[src/rtl/squeeze_psum_writeback_pkg.sv]
// Shared definitions for the squeeze partial-sum writeback stage: datapath
// widths, the FSM state type and the per-fire-module layer geometry.
package squeeze_pkg;

  localparam int NUM_PE  = 8;   // filter lanes per beat
  localparam int PSUM_W  = 24;  // signed partial-sum width per lane
  localparam int ACC_W   = 31;  // accumulator width, PSUM_W + 7
  localparam int OUT_W   = 8;   // unsigned activation width
  localparam int ADDR_W  = 16;  // buffer word address width per bank

  localparam int CHCYC_W = 7;
  localparam int SIZE_W  = 6;
  localparam int FGRP_W  = 4;
  localparam int SHIFT_W = 5;

  typedef enum logic [1:0] {
    IDLE = 2'd0,
    RUN  = 2'd1,
    DONE = 2'd2
  } state_t;

  typedef struct packed {
    logic [CHCYC_W-1:0] chcyc;  // input channels / 16
    logic [SIZE_W-1:0]  size;   // feature-map side
    logic [FGRP_W-1:0]  fgrp;   // squeeze filters / 8
  } fire_cfg_t;

  // Layer geometry of fire2..fire9 (firesel 0..7) for the squeeze stage.
  function automatic fire_cfg_t fire_cfg(input logic [2:0] firesel);
    fire_cfg_t c;
    case (firesel)
      3'd0:    c = '{chcyc: 7'd4,  size: 6'd55, fgrp: 4'd2};
      3'd1:    c = '{chcyc: 7'd8,  size: 6'd55, fgrp: 4'd2};
      3'd2:    c = '{chcyc: 7'd8,  size: 6'd27, fgrp: 4'd4};
      3'd3:    c = '{chcyc: 7'd16, size: 6'd27, fgrp: 4'd4};
      3'd4:    c = '{chcyc: 7'd16, size: 6'd13, fgrp: 4'd6};
      3'd5:    c = '{chcyc: 7'd24, size: 6'd13, fgrp: 4'd6};
      3'd6:    c = '{chcyc: 7'd24, size: 6'd13, fgrp: 4'd8};
      3'd7:    c = '{chcyc: 7'd32, size: 6'd13, fgrp: 4'd8};
      default: c = '{chcyc: 7'd1,  size: 6'd1,  fgrp: 4'd1};
    endcase
    return c;
  endfunction

endpackage

[src/rtl/squeeze_psum_writeback_if.sv]
// Partial-sum input, bias lookup and output-buffer write bus of the squeeze
// writeback stage. master = the writeback block, slave = its environment.
interface squeeze_psum_writeback_if;
  import squeeze_pkg::*;

  logic                      psum_valid;
  logic [NUM_PE*PSUM_W-1:0]  psum_data;
  logic [NUM_PE*ACC_W-1:0]   bias_data;
  logic                      wr_en;
  logic [ADDR_W-1:0]         wr_addr;
  logic [NUM_PE*OUT_W-1:0]   wr_data;
  logic [FGRP_W-1:0]         fgrp_idx;

  modport master (
    input  psum_valid, psum_data, bias_data,
    output wr_en, wr_addr, wr_data, fgrp_idx
  );

  modport slave (
    output psum_valid, psum_data, bias_data,
    input  wr_en, wr_addr, wr_data, fgrp_idx
  );

endinterface

[src/rtl/squeeze_psum_writeback_psum_lane.sv]
// One filter lane: accumulates the channel-group partial sums of a pixel and
// forms the finished activation (bias, ReLU, shift, saturate) combinationally
// on the final beat so the top can register it together with the address.
module psum_lane
  import squeeze_pkg::*;
(
  input  logic                     clk,
  input  logic                     rst,
  input  logic                     beat,    // accepted beat this cycle
  input  logic                     first,   // beat carries channel group 0
  input  logic signed [PSUM_W-1:0] psum,
  input  logic signed [ACC_W-1:0]  bias,
  input  logic [SHIFT_W-1:0]       shift,
  output logic [OUT_W-1:0]         result
);

  logic signed [ACC_W-1:0] acc_r;
  logic signed [ACC_W-1:0] psum_ext_s;
  logic signed [ACC_W-1:0] base_s;
  logic signed [ACC_W:0]   sum_s;
  logic signed [ACC_W:0]   shifted_s;

  // Sign-extend the beat, pick the running sum (ignored on group 0 so a
  // stale accumulator never leaks into a new pixel) and finish the pixel.
  // The sum is one bit wider than the accumulator so an extreme bias cannot wrap.
  always_comb begin
    psum_ext_s = {{(ACC_W-PSUM_W){psum[PSUM_W-1]}}, psum};
    base_s     = first ? {ACC_W{1'b0}} : acc_r;
    sum_s      = {base_s[ACC_W-1], base_s}
               + {psum_ext_s[ACC_W-1], psum_ext_s}
               + {bias[ACC_W-1], bias};
    shifted_s  = sum_s >>> shift;
    if (sum_s[ACC_W]) begin
      result = {OUT_W{1'b0}};
    end else if (|shifted_s[ACC_W:OUT_W]) begin
      result = {OUT_W{1'b1}};
    end else begin
      result = shifted_s[OUT_W-1:0];
    end
  end

  // Running accumulator: restart on group 0, add on later groups, hold on gaps.
  always_ff @(posedge clk) begin
    if (rst) begin
      acc_r <= {ACC_W{1'b0}};
    end else if (beat) begin
      acc_r <= first ? psum_ext_s : acc_r + psum_ext_s;
    end
  end

endmodule

[src/rtl/squeeze_psum_writeback.sv]
// Squeeze-stage partial-sum writeback: walks grp/col/line/fgrp over the PE
// array beats, finishes each pixel in eight lanes and writes the result to
// the filter-major squeeze output buffer.
module squeeze_psum_writeback
  import squeeze_pkg::*;
(
  input  logic                       clk,
  input  logic                       rst,
  input  logic                       start,
  input  logic [CHCYC_W-1:0]         cfg_chcyc,
  input  logic [SIZE_W-1:0]          cfg_size,
  input  logic [FGRP_W-1:0]          cfg_fgrp,
  input  logic [SHIFT_W-1:0]         cfg_shift,
  squeeze_psum_writeback_if.master   bus,
  output logic                       busy,
  output logic                       done
);

  state_t                state_r;
  logic [CHCYC_W-1:0]    chcyc_r;
  logic [SIZE_W-1:0]     size_r;
  logic [FGRP_W-1:0]     nfgrp_r;
  logic [SHIFT_W-1:0]    shift_r;
  logic [11:0]           sq_r;      // size*size, one filter group's footprint
  logic [CHCYC_W-1:0]    grp_r;
  logic [SIZE_W-1:0]     col_r;
  logic [SIZE_W-1:0]     line_r;
  logic [FGRP_W-1:0]     fgrp_r;
  logic                  wr_en_r;
  logic [ADDR_W-1:0]     wr_addr_r;
  logic [NUM_PE*OUT_W-1:0] wr_data_r;
  logic                  busy_r;
  logic                  done_r;

  logic                  beat_s;
  logic                  first_s;
  logic                  last_grp_s;
  logic                  last_col_s;
  logic                  last_line_s;
  logic                  last_fgrp_s;
  logic [ADDR_W-1:0]     fgrp_base_s;
  logic [ADDR_W-1:0]     line_base_s;
  logic [ADDR_W-1:0]     addr_s;
  logic [NUM_PE*OUT_W-1:0] lane_res_s;

  // Beat qualification, counter terminal counts and the write address of
  // the pixel currently being finished (counters before they advance).
  always_comb begin
    beat_s      = (state_r == RUN) && bus.psum_valid;
    first_s     = (grp_r == {CHCYC_W{1'b0}});
    last_grp_s  = (grp_r == chcyc_r - 7'd1);
    last_col_s  = (col_r == size_r - 6'd1);
    last_line_s = (line_r == size_r - 6'd1);
    last_fgrp_s = (fgrp_r == nfgrp_r - 4'd1);
    fgrp_base_s = ADDR_W'(fgrp_r) * ADDR_W'(sq_r);
    line_base_s = ADDR_W'(line_r) * ADDR_W'(size_r);
    addr_s      = fgrp_base_s + line_base_s + ADDR_W'(col_r);
  end

  for (genvar k = 0; k < NUM_PE; k++) begin : g_lane
    psum_lane u_lane (
      .clk    (clk),
      .rst    (rst),
      .beat   (beat_s),
      .first  (first_s),
      .psum   (bus.psum_data[k*PSUM_W +: PSUM_W]),
      .bias   (bus.bias_data[k*ACC_W +: ACC_W]),
      .shift  (shift_r),
      .result (lane_res_s[k*OUT_W +: OUT_W])
    );
  end

  // Layer FSM, loop counters and the registered write port.
  always_ff @(posedge clk) begin
    if (rst) begin
      state_r   <= IDLE;
      chcyc_r   <= {CHCYC_W{1'b0}};
      size_r    <= {SIZE_W{1'b0}};
      nfgrp_r   <= {FGRP_W{1'b0}};
      shift_r   <= {SHIFT_W{1'b0}};
      sq_r      <= 12'd0;
      grp_r     <= {CHCYC_W{1'b0}};
      col_r     <= {SIZE_W{1'b0}};
      line_r    <= {SIZE_W{1'b0}};
      fgrp_r    <= {FGRP_W{1'b0}};
      wr_en_r   <= 1'b0;
      wr_addr_r <= {ADDR_W{1'b0}};
      wr_data_r <= {(NUM_PE*OUT_W){1'b0}};
      busy_r    <= 1'b0;
      done_r    <= 1'b0;
    end else begin
      case (state_r)
        IDLE: begin
          wr_en_r <= 1'b0;
          done_r  <= 1'b0;
          if (start) begin
            state_r <= RUN;
            chcyc_r <= cfg_chcyc;
            size_r  <= cfg_size;
            nfgrp_r <= cfg_fgrp;
            shift_r <= cfg_shift;
            sq_r    <= 12'(cfg_size) * 12'(cfg_size);
            grp_r   <= {CHCYC_W{1'b0}};
            col_r   <= {SIZE_W{1'b0}};
            line_r  <= {SIZE_W{1'b0}};
            fgrp_r  <= {FGRP_W{1'b0}};
            busy_r  <= 1'b1;
          end
        end
        RUN: begin
          if (beat_s && last_grp_s) begin
            wr_en_r   <= 1'b1;
            wr_addr_r <= addr_s;
            wr_data_r <= lane_res_s;
            grp_r     <= {CHCYC_W{1'b0}};
            if (!last_col_s) begin
              col_r <= col_r + 6'd1;
            end else begin
              col_r <= {SIZE_W{1'b0}};
              if (!last_line_s) begin
                line_r <= line_r + 6'd1;
              end else begin
                line_r <= {SIZE_W{1'b0}};
                if (!last_fgrp_s) begin
                  fgrp_r <= fgrp_r + 4'd1;
                end else begin
                  fgrp_r  <= {FGRP_W{1'b0}};
                  state_r <= DONE;
                end
              end
            end
          end else if (beat_s) begin
            wr_en_r <= 1'b0;
            grp_r   <= grp_r + 7'd1;
          end else begin
            wr_en_r <= 1'b0;
          end
        end
        DONE: begin
          wr_en_r <= 1'b0;
          busy_r  <= 1'b0;
          done_r  <= 1'b1;
          state_r <= IDLE;
        end
        default: begin
          state_r <= IDLE;
          wr_en_r <= 1'b0;
          busy_r  <= 1'b0;
          done_r  <= 1'b0;
        end
      endcase
    end
  end

  // A reset landing while a finished write sits in the output register must
  // discard it immediately, so the strobes are masked by rst.
  assign bus.wr_en    = wr_en_r & ~rst;
  assign bus.wr_addr  = wr_addr_r;
  assign bus.wr_data  = wr_data_r;
  assign bus.fgrp_idx = fgrp_r;
  assign busy         = busy_r & ~rst;
  assign done         = done_r & ~rst;

endmodule

[src/flat_wrapper.sv]
// flat-port wrapper written by rule: the top's interface ports become plain ports
module squeeze_psum_writeback_flat import squeeze_pkg::*;
  (clk, rst, start, cfg_chcyc, cfg_size, cfg_fgrp, cfg_shift, busy, done, bus_psum_valid, bus_psum_data, bus_bias_data, bus_wr_en, bus_wr_addr, bus_wr_data, bus_fgrp_idx);
  squeeze_psum_writeback_if bus_i ();
  input  logic clk;
  input  logic rst;
  input  logic start;
  input  logic [CHCYC_W-1:0] cfg_chcyc;
  input  logic [SIZE_W-1:0] cfg_size;
  input  logic [FGRP_W-1:0] cfg_fgrp;
  input  logic [SHIFT_W-1:0] cfg_shift;
  output logic busy;
  output logic done;
  input wire logic [$bits(bus_i.psum_valid)-1:0] bus_psum_valid;
  input wire logic [$bits(bus_i.psum_data)-1:0] bus_psum_data;
  input wire logic [$bits(bus_i.bias_data)-1:0] bus_bias_data;
  output wire logic [$bits(bus_i.wr_en)-1:0] bus_wr_en;
  output wire logic [$bits(bus_i.wr_addr)-1:0] bus_wr_addr;
  output wire logic [$bits(bus_i.wr_data)-1:0] bus_wr_data;
  output wire logic [$bits(bus_i.fgrp_idx)-1:0] bus_fgrp_idx;
  assign bus_i.psum_valid = bus_psum_valid;
  assign bus_i.psum_data = bus_psum_data;
  assign bus_i.bias_data = bus_bias_data;
  assign bus_wr_en = bus_i.wr_en;
  assign bus_wr_addr = bus_i.wr_addr;
  assign bus_wr_data = bus_i.wr_data;
  assign bus_fgrp_idx = bus_i.fgrp_idx;
  squeeze_psum_writeback u_core (.clk(clk), .rst(rst), .start(start), .cfg_chcyc(cfg_chcyc), .cfg_size(cfg_size), .cfg_fgrp(cfg_fgrp), .cfg_shift(cfg_shift), .bus(bus_i), .busy(busy), .done(done));
endmodule
[config.mk]
export PLATFORM = sky130hd
export DESIGN_NAME = squeeze_psum_writeback_flat
export DESIGN_NICKNAME = d
export VERILOG_FILES = /design/src/rtl/squeeze_psum_writeback_pkg.sv /design/src/rtl/squeeze_psum_writeback_if.sv /design/src/rtl/squeeze_psum_writeback_psum_lane.sv /design/src/rtl/squeeze_psum_writeback.sv /design/src/flat_wrapper.sv
export SDC_FILE = /design/constraint.sdc
export NUM_CORES = 2
export LEC_CHECK = 0
export CAP_MARGIN = 10
export CORE_MARGIN = 2
export CORE_UTILIZATION = 50
export CTS_BUF_LIST = sky130_fd_sc_hd__clkbuf_2
export DETAILED_ROUTE_END_ITERATION = 10
export PLACE_DENSITY = 0.7
export SETUP_SLACK_MARGIN = 0.15
export SLEW_MARGIN = 20
export SYNTH_ARGS = -nofsm -noshare
export SYNTH_HDL_FRONTEND = slang
export SYNTH_SLANG_ARGS = --single-unit
export TNS_END_PERCENT = 100
[constraint.sdc]
create_clock -name clk -period 6.98 [get_ports clk]
set_input_delay 1.396 -clock clk [delete_from_list [all_inputs] [get_ports clk]]
set_output_delay 1.396 -clock clk [all_outputs]
set_load 0.03 [all_outputs]
==> impl_results.md <==
* Status: finished, final reports clean
* Top Ports at 553
* Clk buf depth at 3
* H-tree depth at 4
* First-pass GRT wire length at 369000 um
* Crit path buffers/inverters at 2
* Drt first-iter violations at ~6300
* Avg Synthesized Cell Area at between 7 and 8 um2
* Sequential cell area at slightly below 8000 um2
* CTS tree: yes
* Footprint of the multi-input gates at 53100 um2
* Initial antenna violation count at 22
* GRT Total Usage at 0.337
* Syn Inst Count at 9191
* Cells along the critical path: nor4_2 > and3b_4 > buf_4 > nor2_1 > fa_1 > ha_1 > inv_1 > fa_1 > nor2b_1 > o2111ai_1 > a2111oi_2 > nand3b_1 > or4b_1 > a21oi_2 > mux2_2 > a21oi_1 > nor2_1 > o32ai_1 > o211ai_1 > nor4_1 > nand3_1 > o211ai_1 > nand2_1
* Most common library cells after synthesis: 1155 x nand2_1, 1042 x inv_1, 825 x nor2_1
* CP max FO at 6
* Max VDD drop at roughly 0.00014 V
* Slew Limit Headroom at 0.263
* Cell taking the most area after synthesis: dfxtp_1
* Die area at roughly 140000 um2
* Dominant synthesized flop cell: dfxtp_1
* Clock transition at the registers of the reported paths at 0.10 ns
* Post-DRT Antenna Nets at 0
* Most frequent cell after synthesis: nand2_1
* Site Rows at around 130
* Pre-Repair DR Iteration Count at 9
* Ratio of cells with drive above 1 in the final layout at 0.0690
* Crit path DAT at slightly below 8 ns
* Gpl congestion at a little under 1
* Synth top area cells: dfxtp_1 12%, ha_1 10%, fa_1 10%, nand2_1 6.5%, inv_1 5.9%
* Ys async rst share at 0
* Total power at ~14 mW
* Max stage delay on crit path at 0.48 ns
* Crit Path Category: reg2reg
* Total number of vias at 69700
* Critical Path RT at approximately 8.4 ns
* Static leakage at 35.2 nW
* Largest net degree at the start of global routing at 152
* Yosys Warn Count at 0
* Top Family by Delay on Critical Path: simple AND/OR/NAND/NOR gates
* Worst Hold Class: in2reg
* Peak Freq at around 150 MHz
* CTS sink cnt at 388
* Startpoint types: flip-flop
* Area growth syn-to-layout at 13.4%
* Final hold slack at roughly 0.27 ns
* Die Wd at approximately 370 um
* Skew-Pair Late Insertion Delay at roughly 1.6 ns
* Die H at about 370 um
* Synthesis-stage register bit count at between 300 and 400
* Ratio of final minimum period to clock period at 0.940
* FILL cells at 12500
* Residual DRC at 0
* CP Capture Type: flip-flop
* Mapped Area at 66400 um2
* Slowest-stage cell, CP: fa_1
* Initial Util at 0.504
* Yosys cell types at approximately 120
* Final hold vios at 0
* Layout Skew at 0.174 ns
* Pwr/cell area at approximately 190 nW/um2
* Final min period at about 6.6 ns
* HPWL Detailed at ~190000 um
* Setup TNS at 0 ns
* Post-synth EDFFs at 0
* Slew @ Worst Pin at around 1.1 ns
* Vias in the first global route at 66400
* Final Max Tran Viols at 0
* Routed length per instance at just over 20 um
* Unrepaired setup endpoints after global routing: false
* Net count, final at 10900
* Clk root buf: clkbuf_2
* CTS Buf Count at 133
* Vias/cell at about 6
* Yosys top cell area share at 0.117
* I/O Buffers at roughly 550
* Total gr overflow at 0
* Seq/Total Area, Yosys at 0.117
* # setup viols final at 0
* Finished Core Util at 0.572
* Core area at between 100000 and 150000 um2
* Total wire length at roughly 240000 um
* Max cap viols at 0
==> path summary, 6_finish.rpt <==
path	start	slack, ns	depth (start not counted)	to
setup reg to reg	u_core.grp_r[6]	0.42	23	u_core.bus.wr_data[30]
hold / removal	rst	0.27	2	u_core.g_lane[2].u_lane.acc_r[19]
hold reg to reg	u_core.bus.wr_data[47]	0.47	2	u_core.bus.wr_data[47]
setup / recovery	u_core.grp_r[6]	0.42	23	u_core.bus.wr_data[30]
==> sequential cells by signal, summed over array words and instances (netlist names), 2 cells and up <==
name,count
u_core.bus.fgrp_idx,4
u_core.bus.wr_addr,16
u_core.bus.wr_data,64
u_core.chcyc_r,7
u_core.col_r,6
u_core.g_lane.u_lane.acc_r,248
u_core.grp_r,7
u_core.line_r,6
u_core.nfgrp_r,4
u_core.shift_r,5
u_core.size_r,5
u_core.sq_r,11
u_core.state_r,2
==> worst reg2reg max path: stages (launching register included) <==
cell and delay [ns]:
dfxtp_1 0.37, nor4_2 0.34, and3b_4 0.38, buf_4 0.25, nor2_1 0.10, fa_1 0.48, ha_1 0.20, inv_1 0.08
fa_1 0.45, nor2b_1 0.17, o2111ai_1 0.21, a2111oi_2 0.45, nand3b_1 0.16, or4b_1 0.47, a21oi_2 0.25, mux2_2 0.41
a21oi_1 0.22, nor2_1 0.09, o32ai_1 0.28, o211ai_1 0.15, nor4_1 0.38, nand3_1 0.20, o211ai_1 0.31, nand2_1 0.07
==> cell families after synthesis <==
logic type | after synthesis | synth area share
compound gates | 2604 | 0.265
flops | 388 | 0.117
simple gates | 3009 | 0.206
other cells | 1 | 0.0000565
fa+ha+maj | 882 | 0.204
xor+xnor | 424 | 0.0559
mux | 374 | 0.0671
buf+inv | 1509 | 0.0860
==> what timing repair did <==
action | 4_1_cts | 5_1_grt
resized for setup | 0 | 27
buffers inserted | 0 | 8
hold buffers | 0 | 0
endpoints found under the setup margin | 0 | 59
==> stage by stage <==
stage,instances,worst slack (ns),area (um2)
after detailed placement,11200,-0.0551,73900
after floorplan,9192,0.710,66400
after CTS,11400,0.297,75100
final,11500,0.417,75300
after global placement,11200,-0.0158,73900
after global routing,11500,0.168,75300
==> cells in the final DEF, fill, tap and decap left out, types with 28 or more instances in the layout <==
| master | count |
|---|---|
| a211oi_1 | 203 |
| nand4_1 | 59 |
| mux2i_1 | 253 |
| nor3_1 | 195 |
| xnor2_1 | 280 |
| o211ai_1 | 130 |
| dfxtp_1 | 383 |
| a31oi_1 | 68 |
| o22ai_1 | 31 |
| buf_4 | 172 |
| nor2_1 | 818 |
| and2_1 | 146 |
| inv_1 | 1038 |
| mux2_2 | 68 |
| ha_1 | 550 |
| o31ai_1 | 42 |
| or2_2 | 30 |
| mux4_2 | 50 |
| nor2b_1 | 71 |
| and3_1 | 69 |
| a22oi_1 | 35 |
| o21ai_0 | 405 |
| a311oi_1 | 136 |
| or3_1 | 64 |
| clkdlybuf4s50_1 | 551 |
| o21a_1 | 114 |
| fa_1 | 331 |
| o21ai_1 | 28 |
| nand3_1 | 181 |
| xor2_1 | 143 |
| nand2b_1 | 69 |
| o21bai_1 | 74 |
| a21o_1 | 238 |
| clkbuf_2 | 187 |
| a21oi_1 | 700 |
| nand2_1 | 1154 |
==> power breakdown <==
group          leakage [nW]  internal [mW]  switching [mW]  total, mW
logic                  31.1           3.69            5.62       9.31
clock network         0.898          0.843            1.31       2.16
registers              3.16           2.37           0.172       2.54
total                  35.2           6.90            7.10       14.0
==> layer usage <==
| layer | vias to the layer above | part of all wire | global-route usage |
|---|---|---|---|
| met5 | - | 0.00046 | 0 |
| met1 | 33100 | 0.44 | 0.462 |
| li1 | 33200 | - | - |
| met2 | 2855 | 0.44 | 0.522 |
| met4 | 16 | 0.040 | 0.134 |
| met3 | 492 | 0.086 | 0.0622 |
==> layout make-up <==
type,count,share of cell area
multi-input cells,7295,0.705
flip-flops and latches,388,0.103
repair buffers,736,0.0936
inverters,1044,0.0523
well taps,1755,0.0292
clock buffers,187,0.0124
clock inverters,39,0.00366
diodes,16,0.000532
No activity file was read; power rests on OpenSTA's default activity.
